--- src/rtl/gf180mcu_mux2_sel_arb.sv ---
// Registered round-robin select controller driving the S pin of a 2:1 mux.
// Optional handover gap cycle: define GF180MCU_MUX2_SEL_GAP_EN.
`default_nettype none

module gf180mcu_mux2_sel_arb #(
  parameter int BURST_W = 4
) (
  input  logic               CLK,
  input  logic               RST,
  input  logic               REQ0,
  input  logic               REQ1,
  input  logic               ADV,
  input  logic [BURST_W-1:0] BURST,
  output logic               S,
  output logic               GNT0,
  output logic               GNT1,
  output logic               BUSY
);

  typedef enum logic [1:0] {
    ST_IDLE   = 2'd0,
    ST_GRANT0 = 2'd1,
    ST_GRANT1 = 2'd2,
    ST_GAP    = 2'd3
  } state_t;

  state_t             r_state;
  state_t             w_state_nxt;
  state_t             w_handover;
  logic [BURST_W-1:0] r_cnt;
  logic [BURST_W-1:0] w_cnt_nxt;
  logic               r_last;
  logic               w_last_nxt;
  logic               r_s;
  logic               r_gnt0;
  logic               r_gnt1;
  logic               r_busy;
  logic               w_s_nxt;
  logic               w_gnt0_nxt;
  logic               w_gnt1_nxt;
  logic               w_busy_nxt;
  logic [BURST_W:0]   w_cnt_inc;
  logic               w_term;
  logic               w_own_req;
  logic               w_oth_req;
  logic               w_release;
  logic               w_pick_vld;
  logic               w_pick;
  logic               w_in_g1;

  assign w_in_g1    = (r_state == ST_GRANT1);
  assign w_own_req  = w_in_g1 ? REQ1 : REQ0;
  assign w_oth_req  = w_in_g1 ? REQ0 : REQ1;
  assign w_cnt_inc  = {1'b0, r_cnt} + {{BURST_W{1'b0}}, 1'b1};
  assign w_term     = ADV && (|BURST) &&
                      (w_cnt_inc >= {1'b0, BURST});
  assign w_release  = w_term || !w_own_req;
  // r_last names the source served last; the other one wins a tie
  assign w_pick_vld = REQ0 | REQ1;
  assign w_pick     = (REQ0 & REQ1) ? ~r_last : REQ1;

`ifdef GF180MCU_MUX2_SEL_GAP_EN
  assign w_handover = ST_GAP;
`else
  assign w_handover = w_in_g1 ? ST_GRANT0 : ST_GRANT1;
`endif

  always_ff @(posedge CLK) begin
    if (RST) begin
      r_state <= ST_IDLE;
      r_cnt   <= '0;
      r_last  <= 1'b1;
      r_s     <= 1'b0;
      r_gnt0  <= 1'b0;
      r_gnt1  <= 1'b0;
      r_busy  <= 1'b0;
    end else begin
      r_state <= w_state_nxt;
      r_cnt   <= w_cnt_nxt;
      r_last  <= w_last_nxt;
      r_s     <= w_s_nxt;
      r_gnt0  <= w_gnt0_nxt;
      r_gnt1  <= w_gnt1_nxt;
      r_busy  <= w_busy_nxt;
    end
  end

  always_comb begin
    w_state_nxt = r_state;
    w_cnt_nxt   = r_cnt;
    w_last_nxt  = r_last;
    unique case (r_state)
      ST_IDLE, ST_GAP: begin
        w_cnt_nxt = '0;
        if (w_pick_vld)
          w_state_nxt = w_pick ? ST_GRANT1 : ST_GRANT0;
        else
          w_state_nxt = ST_IDLE;
      end
      ST_GRANT0, ST_GRANT1: begin
        if (w_release) begin
          w_last_nxt = w_in_g1;
          w_cnt_nxt  = '0;
          if (w_oth_req)
            w_state_nxt = w_handover;
          else if (w_own_req)
            w_state_nxt = r_state;
          else
            w_state_nxt = ST_IDLE;
        end else if (ADV && !(&r_cnt)) begin
          w_cnt_nxt = w_cnt_inc[BURST_W-1:0];
        end
      end
    endcase
  end

  // S only moves when a grant is actually taken; IDLE and GAP hold it
  always_comb begin
    w_s_nxt    = r_s;
    w_gnt0_nxt = 1'b0;
    w_gnt1_nxt = 1'b0;
    w_busy_nxt = 1'b0;
    unique case (1'b1)
      (w_state_nxt == ST_GRANT0): begin
        w_s_nxt    = 1'b0;
        w_gnt0_nxt = 1'b1;
        w_busy_nxt = 1'b1;
      end
      (w_state_nxt == ST_GRANT1): begin
        w_s_nxt    = 1'b1;
        w_gnt1_nxt = 1'b1;
        w_busy_nxt = 1'b1;
      end
      (w_state_nxt == ST_GAP): begin
        w_busy_nxt = 1'b1;
      end
      (w_state_nxt == ST_IDLE): begin
        w_busy_nxt = 1'b0;
      end
    endcase
  end

  assign S    = r_s;
  assign GNT0 = r_gnt0;
  assign GNT1 = r_gnt1;
  assign BUSY = r_busy;

endmodule

`default_nettype wire
--- config.mk ---
export PLATFORM = sky130hd
export DESIGN_NAME = gf180mcu_mux2_sel_arb
export DESIGN_NICKNAME = d
export VERILOG_FILES = /design/src/rtl/gf180mcu_mux2_sel_arb.sv
export SDC_FILE = /design/constraint.sdc
export NUM_CORES = 1
export LEC_CHECK = 0
export ABC_CLOCK_PERIOD_IN_PS = 2500
export CAP_MARGIN = 5
export CORE_UTILIZATION = 45
export DETAILED_ROUTE_END_ITERATION = 8
export PLACE_DENSITY = 0.82
export SLEW_MARGIN = 20
export SYNTH_ARGS = -nofsm -noshare
export SYNTH_HDL_FRONTEND = slang
export SYNTH_SLANG_ARGS = --single-unit
--- constraint.sdc ---
create_clock -name CLK -period 2.5 [get_ports CLK]
set_clock_uncertainty 0.05 [all_clocks]
set_input_delay 0.5 -clock CLK [delete_from_list [all_inputs] [get_ports CLK]]
set_output_delay 0.5 -clock CLK [all_outputs]
set_load 0.02 [all_outputs]
=== Yosys cells after proc, flatten, opt, wreduce, memory -nomap -nowiden ===
Index checks and enable logic that the tools add are counted.
Widths: inputs -> output; s select.

* Output and inout bits: 4
* Word-level logic and storage cells: 51
* Flip-flop bits (word level): 11

* Multiplexer cells: 17
* $add $sub $neg: 1
* Order comparisons: 1
* Reduce and logical (&&, ||, !) cells: 15
* Bitwise logic cells: 3
* Equal/unequal tests: 7

{| class="wikitable"
|+ Operators with widths
! cell !! number
|-
| $mux 2 || 6
|-
| $eq 2x2->1 const B || 4
|-
| $mux 4 || 2
|-
| $pmux 4 s2 || 1
|-
| $add 4x1->5 const B || 1
|-
| $ge 5x4->1 || 1
|-
| $mux 1 || 5
|-
| $eq 2x1->1 const B || 2
|-
| $logic_not 2->1 || 2
|-
| $pmux 1 s2 || 2
|-
| $pmux 2 s2 || 1
|-
| $reduce_and 4->1 || 1
|-
| $reduce_or 2->1 || 2
|-
| $reduce_or 4->1 || 1
|-
| $logic_and 1x1->1 || 3
|-
| $ne 3x3->1 const B || 1
|-
| $reduce_or 3->1 || 1
|-
| $logic_not 1->1 || 2
|-
| $reduce_and 2->1 || 1
|-
| $reduce_bool 2->1 || 1
|-
| $and 1x1->1 || 1
|-
| $logic_or 1x1->1 || 1
|-
| $not 1->1 || 1
|-
| $or 1x1->1 || 1
|}

=== Logic depth before layout (Yosys ltp) ===
* Depth in word-level cells: 9
* Depth in mapped cells: 11
* Gate-level depth less buffers: 11

=== Worst setup path before layout ===
Ideal clock, no wire load.

* Path type: register to register
* Start point: reg r_cnt[0]
* End point: reg r_s, in the netlist S
* Path slack: -0.004 ns
* Required time: 2.336 ns
* Cell stages (with the launch flop): 12
* Arrival time: 2.340 ns
* Path buffers: 0
* Clock period less this slack: 2.504 ns
* Path through: dfxtp_1 ha_1 xor2_1 ha_1 o21ai_0 o21ai_1 a21oi_2 or3b_1 and2_1 ha_1 mux2i_1 nor2_1

* Cells in the longest elaborated chain, start to end: 8
* Elaborated cells between the ends (all ways): 10
* Classes of those cells: add/sub: 1; order compare: 1; eq/ne: 2; mux: 3; reduce/logical: 3

{| class="wikitable"
|+ Ends and longest elaborated chain
! what !! line !! source
|-
| start, declared || 30 || <nowiki>logic [BURST_W-1:0] r_cnt;</nowiki>
|-
| start signal, assigned || 79 || <nowiki>r_cnt <= w_cnt_nxt;</nowiki>
|-
| $add 4x1->5 (*) || 54 || <nowiki>assign w_cnt_inc = {1'b0, r_cnt} + {{BURST_W{1'b0}}, 1'b1};</nowiki>
|-
| $ge 5x4->1 (*) || 56 || <nowiki>(w_cnt_inc >= {1'b0, BURST});</nowiki>
|-
| $logic_and 1x1->1 (*) || 55 || <nowiki>assign w_term = ADV && (|BURST) &&</nowiki>
|-
| $logic_or 1x1->1 (*) || 57 || <nowiki>assign w_release = w_term || !w_own_req;</nowiki>
|-
| $mux 2 (*) || 101 || <nowiki>if (w_release) begin</nowiki>
|-
| $pmux 2 s2 (*) || 92 || <nowiki>unique case (r_state)</nowiki>
|-
| $eq 2x2->1 / $eq 2x1->1 (equally long branches) || 129, 124 ||
|-
| $pmux 1 s2 / $reduce_bool 2->1 (equally long branches) || - ||
|-
| end signal, assigned || 81 || <nowiki>r_s <= w_s_nxt;</nowiki>
|-
| end, declared || 34 || <nowiki>logic r_s;</nowiki>
|}

Every way passes the cells marked *; elsewhere a longest branch is shown, timed or not.
A chain may end at the register's enable or synchronous reset.

=== Worst setup path after layout ===
Ends and elaborated chain as after synthesis.

==> flow_summary.ini <==
[yosys]
ys_seq_area_share_pct = 31.0
syn_nets = 101
synth_area_leader_cell = dfxtp_1
synth_area_leaders = dfxtp_1 (31%), ha_1 (16%), a21oi_1 (4.9%)
syn_area_per_cell_um2 = 8.55
yosysWarnings = 0
ys_ff_latch = 11
synthesis.instances = 83
synthesis.area_um2 = 709
yosys.area.top_type_share_pct = 31.0
ys_types = 27

[power]
power.switching_mw = 0.187
power_frac_seq_pct = 37.0
ir_drop_mv = 0.412
power_frac_comb_pct = 40.7
sw_frac_of_total_pct = 34.0
intPower_mw = 0.363
power_density_mw_per_mm2 = 499
p_clk_share_pct = 22.3
leakagePower_nw = 0.502

[cts]
clk_latency_ps = 270
cts_tree = yes
cts_made_buffers = 3
h-tree-depth = 1
cts.sinks = 11
clk_pin_slew_ps = 70
cts_root_buf = clkbuf_4
hold_buffers = 0
cts_max_path_buffers = 2

[route]
routed_wl_mm = 2.06
post-route-drc-count = 0
firstDrtPassIters = 4
routedWlPerCell_um = 15.6
via_per_inst = 5.55
drt-initial-drc-count = 21
ant_nets = 0
vias = 733

[place]
pre_cts_slack_ps = -396
routabilityCongestion = 0.773
place_hpwl_mm = 1.24
portBuffers = 12
place_area_um2 = 963

[grt]
antenna_found_initial = 0
grt_max_degree = 8
grt_pass1_vias = 679
grt_pass1_wl_mm = 2.87
grt.total_usage_pct = 21.2
gr-total-overflow = 0

[floorplanning]
initial_core_util_pct = 51.3
core-area_mm2 = 0.00138
rows = 13
chipHeight_um = 41.7
dieArea_mm2 = 0.00174
die_w_um = 41.7
io_pins = 13

[timing]
hold_violations = 0
grt_setup_unrepaired = yes
setup_viol = 1
layout_min_cycle_time_ps = 2520
post-route-period-util_pct = 101
drv_slew = 0
relSlewSlack_pct = 77.4
worst_slack_ps = -22.1
fmax_mhz = 396
worst_slew_pin_slew_ps = 338

[run_status]
violations = setup timing
status = complete, but fails checks

[layout]
mostFrequentLayoutCells = buf_4 (18), dfxtp_1 (8), inv_1 (8), nor2_1 (8), clkdlybuf4s50_1 (8)
final_nets = 136
fill_cells = 95
syn2layout_area_growth_pct = 55.6
layout_commonest_cell = buf_4
multiInputGateArea_um2 = 544
final_layout_size_suffix_gt1_share_pct = 38.5
antenna_cells = 0
stdcell_area_mm2 = 0.00110
register_area_um2 = 229

[setup_path]
crit_required_ps = 2610
critPathMaxStageDelay_ps = 370
endpoint_kind = register
start_kind = register
path_cells = ha_4, xor2_1, ha_1, o21ai_2, o21ai_2, buf_4, nand2_1, a31oi_1, and2_4, ha_4, mux2i_1, nor2_1
slowest_stage = dfxtp_4
path_class = register to register
cp.arrival_ps = 2630
worstPathMaxFanout = 4
r2r_setup_slack_ps = -20

[job]
maxCapViolations = 0

[worst_hold_path]
hold_class = register to register
-- critical path: cells and delay by family, from the launching register on --
kind / cells / cell delay [ps]
flops: 1 / 370
xor+xnor: 1 / 140
mux: 1 / 130
simple gates: 3 / 370
compound gates: 3 / 570
buf+inv: 1 / 130
fa+ha+maj: 3 / 640
-- logic make-up after synthesis --
logic type,after synthesis,synth area share (%)
adder cells (fa/ha/maj),9,15.9
buffers and inverters,8,4.23
AO/OA/AOI/OAI,19,18.2
AND/OR/NAND/NOR,30,22.9
multiplexers,2,2.82
flip-flops,11,31.0
XOR/XNOR,4,4.94
-- synth_stat cells --
master	count
and3_4	1
nand3_2	1
nor2_1	8
a311oi_1	1
and2_1	1
xnor2_1	2
nor3b_1	1
or3b_1	1
o41ai_2	1
a21oi_2	2
o21ai_1	1
nand2_1	6
or3_1	2
dfxtp_1	11
nor3_1	3
nor2b_1	2
o311ai_0	1
xor2_1	2
and4b_2	1
o21ai_0	3
ha_1	9
a21oi_1	7
a31oi_1	2
nand3_1	3
mux2i_1	2
o31a_2	1
inv_1	8
-- routing by layer --
layer	global-route usage (%)	up-vias	part of all wire, %
li1	-	363	-
met1	25.8	343	38
met3	5.22	6	5.3
met2	35.9	21	55
met5	0	-	0
met4	7.74	0	1.4
-- path summary, 6_finish.rpt --
path,depth (start not counted),from,endpoint
min,2,r_cnt[1]$_SDFFE_PP0P_,r_cnt[1]$_SDFFE_PP0P_
max,12,r_cnt[0]$_SDFFE_PP0P_,S$_SDFFE_PP0P_
max reg2reg,12,r_cnt[0]$_SDFFE_PP0P_,S$_SDFFE_PP0P_
min reg2reg,2,r_cnt[1]$_SDFFE_PP0P_,r_cnt[1]$_SDFFE_PP0P_
-- timing repair --
action	CTS	global route
gates resized for setup	8	16
buffers inserted	1	2
setup endpoints to repair	1	3
pin swaps	4	10
endpoints found under the hold margin	0	0
-- layout make-up --
cell class                 count  share of cell area, %
sequential                    11                   20.7
clock buffer                   3                   2.04
timing repair buffer          30                   23.0
clock inverter                 1                  0.454
inverter                       8                   2.72
multi-input combinational     64                   49.3
tap                           15                   1.70
-- power by group through the flow --
stage | sequential [mW] | combinational [mW] | clock [mW]
after floorplan | 0.219 | 0.0905 | 0
after detailed placement | 0.209 | 0.178 | 0
after global placement | 0.207 | 0.173 | 0
after CTS | 0.205 | 0.194 | 0.125
after global routing | 0.206 | 0.246 | 0.138
final | 0.204 | 0.224 | 0.123
-- flip-flops by register name, summed over array words and instances, names as in the netlist --
register  cells
r_last        1
GNT1          1
BUSY          1
S             1
r_state       2
r_cnt         4
GNT0          1
-- metrics by stage --
stage / std cells / utilization (%) / setup TNS (ps) / total power [mW] / hold WS (ps)
2_1_floorplan: 83 / - / 0 / 0.309 / 406
3_3_place_gp: 125 / 69.7 / -745 / 0.380 / 420
3_5_place_dp: 125 / 69.7 / -944 / 0.387 / 429
4_1_cts: 130 / 73.7 / 0 / 0.525 / 439
5_1_grt: 132 / 79.8 / -283 / 0.590 / 491
6_report: 132 / 79.8 / -22.1 / 0.551 / 452
(Power assumes the default switching activity.)
